===== src/rtl/shift_arbiter.sv =====
// Round-robin arbiter sharing one shift/rotate unit between two requesters.
// Each requester owns a response slot (EMPTY/PENDING/FULL) that holds its result until consumed.
module shift_arbiter #(
  parameter int W = 32
) (
  input  logic         clk,
  input  logic         rst,
  input  logic         req0_valid,
  output logic         req0_ready,
  input  logic [W-1:0] req0_a,
  input  logic [W-1:0] req0_b,
  input  logic         req0_rottype,
  input  logic [1:0]   req0_shiftfun,
  output logic         rsp0_valid,
  input  logic         rsp0_ready,
  output logic [W-1:0] rsp0_data,
  input  logic         req1_valid,
  output logic         req1_ready,
  input  logic [W-1:0] req1_a,
  input  logic [W-1:0] req1_b,
  input  logic         req1_rottype,
  input  logic [1:0]   req1_shiftfun,
  output logic         rsp1_valid,
  input  logic         rsp1_ready,
  output logic [W-1:0] rsp1_data,
  output logic [W-1:0] su_a,
  output logic [W-1:0] su_b,
  output logic         su_rottype,
  output logic [1:0]   su_shiftfun,
  input  logic [W-1:0] su_s
);

  typedef enum logic [1:0] {S_EMPTY, S_PEND, S_FULL} slot_e;

  slot_e              slot_q [2];
  slot_e              slot_d [2];
  logic               ptr_q, ptr_d;
  logic               iss_vld_q;
  logic               iss_own_q;
  logic [W-1:0]       iss_a_q, iss_b_q;
  logic               iss_rt_q;
  logic [1:0]         iss_fn_q;
  logic [1:0][W-1:0]  rsp_data_q;

  logic [1:0] req_valid, rsp_ready, elig, cand, ready, grant;

  assign req_valid = {req1_valid, req0_valid};
  assign rsp_ready = {rsp1_ready, rsp0_ready};

  always_comb begin
    elig = '0;
    for (int n = 0; n < 2; n++)
      elig[n] = (slot_q[n] == S_EMPTY) || ((slot_q[n] == S_FULL) && rsp_ready[n]);
  end

  // ptr_q names the last winner; on contention the other requester goes.
  assign cand     = req_valid & elig;
  assign ready[0] = !rst && elig[0] && (!cand[1] || ptr_q);
  assign ready[1] = !rst && elig[1] && (!cand[0] || !ptr_q);
  assign grant    = req_valid & ready;

  assign req0_ready = ready[0];
  assign req1_ready = ready[1];

  always_comb begin
    ptr_d = grant[1] ? 1'b1 : (grant[0] ? 1'b0 : ptr_q);
    for (int n = 0; n < 2; n++) begin
      slot_d[n] = slot_q[n];
      case (slot_q[n])
        S_EMPTY: if (grant[n]) slot_d[n] = S_PEND;
        S_PEND:  slot_d[n] = S_FULL;
        S_FULL:  if (rsp_ready[n]) slot_d[n] = grant[n] ? S_PEND : S_EMPTY;
        default: slot_d[n] = S_EMPTY;
      endcase
    end
  end

  always_ff @(posedge clk) begin
    if (rst) begin
      for (int n = 0; n < 2; n++) slot_q[n] <= S_EMPTY;
      ptr_q      <= 1'b1;
      iss_vld_q  <= 1'b0;
      iss_own_q  <= 1'b0;
      iss_a_q    <= '0;
      iss_b_q    <= '0;
      iss_rt_q   <= 1'b0;
      iss_fn_q   <= '0;
      rsp_data_q <= '0;
    end else begin
      for (int n = 0; n < 2; n++) slot_q[n] <= slot_d[n];
      ptr_q     <= ptr_d;
      iss_vld_q <= |grant;
      if (|grant) begin
        iss_own_q <= grant[1];
        iss_a_q   <= grant[1] ? req1_a        : req0_a;
        iss_b_q   <= grant[1] ? req1_b        : req0_b;
        iss_rt_q  <= grant[1] ? req1_rottype  : req0_rottype;
        iss_fn_q  <= grant[1] ? req1_shiftfun : req0_shiftfun;
      end
      // Unit result is only meaningful at the edge closing the issue cycle.
      if (iss_vld_q) rsp_data_q[iss_own_q] <= su_s;
    end
  end

  assign su_a        = iss_vld_q ? iss_a_q  : '0;
  assign su_b        = iss_vld_q ? iss_b_q  : '0;
  assign su_rottype  = iss_vld_q ? iss_rt_q : 1'b0;
  assign su_shiftfun = iss_vld_q ? iss_fn_q : 2'b00;

  assign rsp0_valid = (slot_q[0] == S_FULL);
  assign rsp1_valid = (slot_q[1] == S_FULL);
  assign rsp0_data  = rsp_data_q[0];
  assign rsp1_data  = rsp_data_q[1];

endmodule


===== config.mk =====
export PLATFORM = sky130hd
export DESIGN_NAME = shift_arbiter
export DESIGN_NICKNAME = d
export VERILOG_FILES = /design/src/rtl/shift_arbiter.sv
export SDC_FILE = /design/constraint.sdc
export NUM_CORES = 1
export LEC_CHECK = 0
export CAP_MARGIN = 15
export CELL_PAD_IN_SITES_DETAIL_PLACEMENT = 0
export CELL_PAD_IN_SITES_GLOBAL_PLACEMENT = 1
export CORE_MARGIN = 2
export CORE_UTILIZATION = 25
export DETAILED_ROUTE_END_ITERATION = 12
export PLACE_DENSITY = 0.79
export SKIP_CTS_REPAIR_TIMING = 1
export SLEW_MARGIN = 10
export SYNTH_ARGS = -nofsm -noshare
export SYNTH_HDL_FRONTEND = slang
export SYNTH_SLANG_ARGS = --single-unit

===== constraint.sdc =====
create_clock -name clk -period 1.45 [get_ports clk]
set_input_delay 0.29 -clock clk [delete_from_list [all_inputs] [get_ports clk]]
set_output_delay 0.29 -clock clk [all_outputs]
set_load 0.02 [all_outputs]

Word level (Yosys, flattened, before mapping)

Memories as Yosys holds them, arrays and structs flattened.
Cells that the tools add are included.

Register bits after elaboration: 134
Memories: 1
RAM bits: 4
Logic and storage cells: 63
Output and inout port bits: 135
Bits of input ports: 172

Memories:

| name   | words | width | rd ports | clocked after memory_dff | write ports | line | source |
|---|---|---|---|---|---|---|---|
| slot_q | 2     | 2     | 2        | 0                        | 2           | 35   | `slot_e slot_q [2];` |

Bitwise gates (word level): 4
Muxes and demuxes: 24
Order comparisons: 2
Reductions and logical operators: 19
Equal/unequal tests: 4

Operator list:

| operator             | number |
|---|---|
| $mux W32             | 5 |
| $bwmux W64           | 1 |
| $demux W32 S1        | 1 |
| $mux W2              | 8 |
| $pmux W2 S3          | 2 |
| $logic_and A1 B1 Y1  | 7 |
| $mux W1              | 7 |
| $and A2 B2 Y2        | 2 |
| $eq A2 B1 Y1 const B | 2 |
| $eq A2 B2 Y1 const B | 2 |
| $logic_not A1 Y1     | 4 |
| $logic_not A2 Y1     | 2 |
| $logic_or A1 B1 Y1   | 4 |
| $reduce_or A2 Y1     | 2 |
| $lt A1 B2 Y1 const B | 1 |
| $or A1 B1 Y1         | 2 |
| $ge A1 B1 Y1 const B | 1 |

Depth between registers and ports, before layout

Depth after elaboration: 12
Mapped depth: 6
Mapped depth without buffers: 4

Worst setup path after synthesis

Ideal clock, no wire load.

Path kind: input to output
Start: input port rsp0_ready
End: output port req1_ready
Arrival time: 1.414 ns
Cell stages on the path: 4
Buffers on the path: 1
Slack: -0.254 ns
Cells stage by stage: nand2b_1 a31o_2 clkbuf_1 nor3_1

Word-level cells in the longest chain between the ends: 6

Ends and longest elaborated chain:

| what                | line | source |
|---|---|---|
| from (decl)         | 15   | `input logic rsp0_ready,` |
| $logic_and A1 B1 Y1 | 53   | `elig[n] = (slot_q[n] == S_EMPTY) \|\| ((slot_q[n] == S_FULL) && rsp_ready[n]);` |
| $logic_or A1 B1 Y1  | 53   |  |
| $and A2 B2 Y2       | 57   | `assign cand = req_valid & elig;` |
| $logic_not A1 Y1    | 59   | `assign ready[1] = !rst && elig[1] && (!cand[0] \|\| !ptr_q);` |
| $logic_or A1 B1 Y1  | 59   |  |
| $logic_and A1 B1 Y1 | 59   |  |
| to (decl)           | 18   | `output logic req1_ready,` |

Every way passes these cells.

==> flow_summary.ini <==
[placed_design]
gp_congestion = 0.861
dp_hpwl_um = 17700
pre_cts_ws_ns = -0.790
place_inst = 1399
port_buffers = 306

[detailed_routing]
drc = 0
drt_iter0_markers = 390
viasPerCell = 5.07
post_drt_wl_per_cell_um = 20.5
drt_first_pass_iters = 5
vias = 7473
final_antenna_net_count = 0
wirelength_um = 30200

[final_layout]
layout.cells.non_filler = 1475
final_cell_mix = clkdlybuf4s50_1 (167), dfxtp_1 (133), nand2_1 (131)
regArea_um2 = 2770
drive_gt1_frac = 0.380
layout.cells.most_common = clkdlybuf4s50_1
nets = 1309
area_delta_synth_final_pct = 109
fillers = 2216
multi_input_area_um2 = 4030

[timing]
fin_crit_ns = 1.79
drv_slew = 0
timing.fmax_ghz = 0.558
setup_slack_ns = -0.342
max_slew_margin = 0.709
clock_skew_ns = 0.0115
finalCritPeriodShare = 1.24
worstMarginPinSlew_ns = 0.436
setup_viol_count_final = 155
final_hold_viol_count = 0
grt_setup_unrepaired = true

[floorplan]
die-area_um2 = 26100
coreArea_um2 = 24400
die_w_um = 162
io_pins = 307
initial_core_util = 0.255
die_y_um = 162
std_cell_rows = 57

[clock_network]
clk-insertion-delay-late_ns = 0.42
htreeDepth = 4
clk_pin_slew_ns = 0.07
clockBufferDepth = 2
cts_buffers = 17
cts.sinks = 138
clockRootBuffer = clkbuf_16
cts_tree = built

[logic_synthesis]
synth-seq-cells = 138
syn_inst = 787
synth.area.top_cells = dfxtp_1 (44%), a21oi_1 (11%), a311oi_1 (9.4%)
syn_area_per_cell_um2 = 7.90
synth_largest_area_cell = dfxtp_1
ys_seq_area_frac = 0.445
yosysTopAreaCellShare = 0.445
syn_area_um2 = 6210
synth_cell_types = 28
yosysWarnings = 0
syn-num-nets = 959

[worst_setup_path]
cp-start-kind = flop
crit_fanout = 3
critPathKind = flop to output port
endpoint_kind = output port
critical_path_required_ns = 1.16
crit_arrival_ns = 1.50

[run]
maxCapViolations = 0

[hold_path]
hp-class = input port to flop

[grt]
track_usage = 0.189
grt_pass1_vias = 6977
antenna_found_initial = 2
grt_max_degree = 76
grt.overflow.total = 0
grt_pass1_wl_um = 38900

[power_and_ir_drop]
powerDensity_nw_per_um2 = 1020
max-vdd-ir-drop_mv = 0.747
power.leakage_nw = 5.92

[outcome]
status = finished, violations left
violations = setup timing
==> where the power goes <==
| group | switching (mW) | internal, mW | leakage, nW |
|---|---|---|---|
| combinational | 1.90 | 2.13 | 4.46 |
| sequential | 0.222 | 4.11 | 1.14 |
| clock | 2.05 | 2.82 | 0.314 |
| total | 4.17 | 9.06 | 5.92 |
==> worst max-delay path: stages (launching register included) <==
cell     delay [ns]
dfxtp_2        0.34
and2b_4        0.17
nor3_2         0.06
nor4_2         0.29
buf_2          0.23
==> final timing paths <==
| kind | depth (start not counted) | end | start | slack (ns) |
|---|---|---|---|---|
| max reg2reg | 7 | iss_a_q[17] | slot_q[0][0] | -0.16 |
| max | 4 | req0_ready | slot_q[0][3] | -0.34 |
| min reg2reg | 2 | rsp0_data[26] | rsp0_data[26] | 0.45 |
| min | 3 | slot_q[0][0] | rst | 0.23 |
==> stage by stage <==
| step | total power [mW] | area [um^2] | setup TNS [ns] | hold WS [ns] | utilization |
|---|---|---|---|---|---|
| 2_1_floorplan | 5.60 | 6220 | -0.0925 | 0.381 | - |
| 3_3_place_gp | 7.21 | 10200 | -51.13 | 0.441 | 0.416 |
| 3_5_place_dp | 7.22 | 10200 | -52.22 | 0.446 | 0.416 |
| 4_1_cts | 12.1 | 10800 | -68.08 | 0.203 | 0.443 |
| 5_1_grt | 13.8 | 13000 | -33.85 | 0.205 | 0.532 |
| 6_report | 13.2 | 13000 | -23.12 | 0.231 | 0.532 |
==> cell type report <==
cell class              instances  share of cell area
well taps                     324              0.0313
diodes                          1            0.000193
multi-input cells             562               0.310
inverters                       2            0.000579
clock buffers                  17              0.0328
clock inverters                15              0.0171
flip-flops and latches        138               0.214
repair buffers                416               0.394
==> cell families (layout without fill, tap and decap cells) <==
kind of cell    after synthesis  in the layout  synth area share
other cells                   0              1                 0
buf+inv                      87            450            0.0640
mux                           2              2           0.00322
simple gates                223            223             0.173
flops                       138            138             0.445
compound gates              337            337             0.316
==> flip-flops by register name, indices dropped and copies added (netlist names) <==
name       cells
ptr_q          1
iss_b_q       32
iss_vld_q      1
iss_own_q      1
slot_q         4
rsp0_data     32
iss_a_q       32
iss_fn_q       2
rsp1_data     32
iss_rt_q       1
==> routing by layer <==
metal | global-route usage | share of wire | vias up
met5 | 0 | 0.00043 | -
met4 | 0.0599 | 0.017 | 2
met3 | 0.0702 | 0.089 | 38
met2 | 0.302 | 0.49 | 340
met1 | 0.237 | 0.41 | 3572
li1 | - | - | 3521
==> Yosys cell counts (all sizes together) <==
cell	count
a21oi	131
a22oi	1
a311oi	67
a31o	1
and2	68
and2b	1
buf	32
clkbuf	53
dfxtp	138
inv	2
mux2i	2
nand2	132
nand2b	4
nand3	1
nor2	7
nor2b	6
nor3	2
nor4	2
o21ai	135
o22ai	1
o32ai	1
Power figures use the tool's default switching activity.
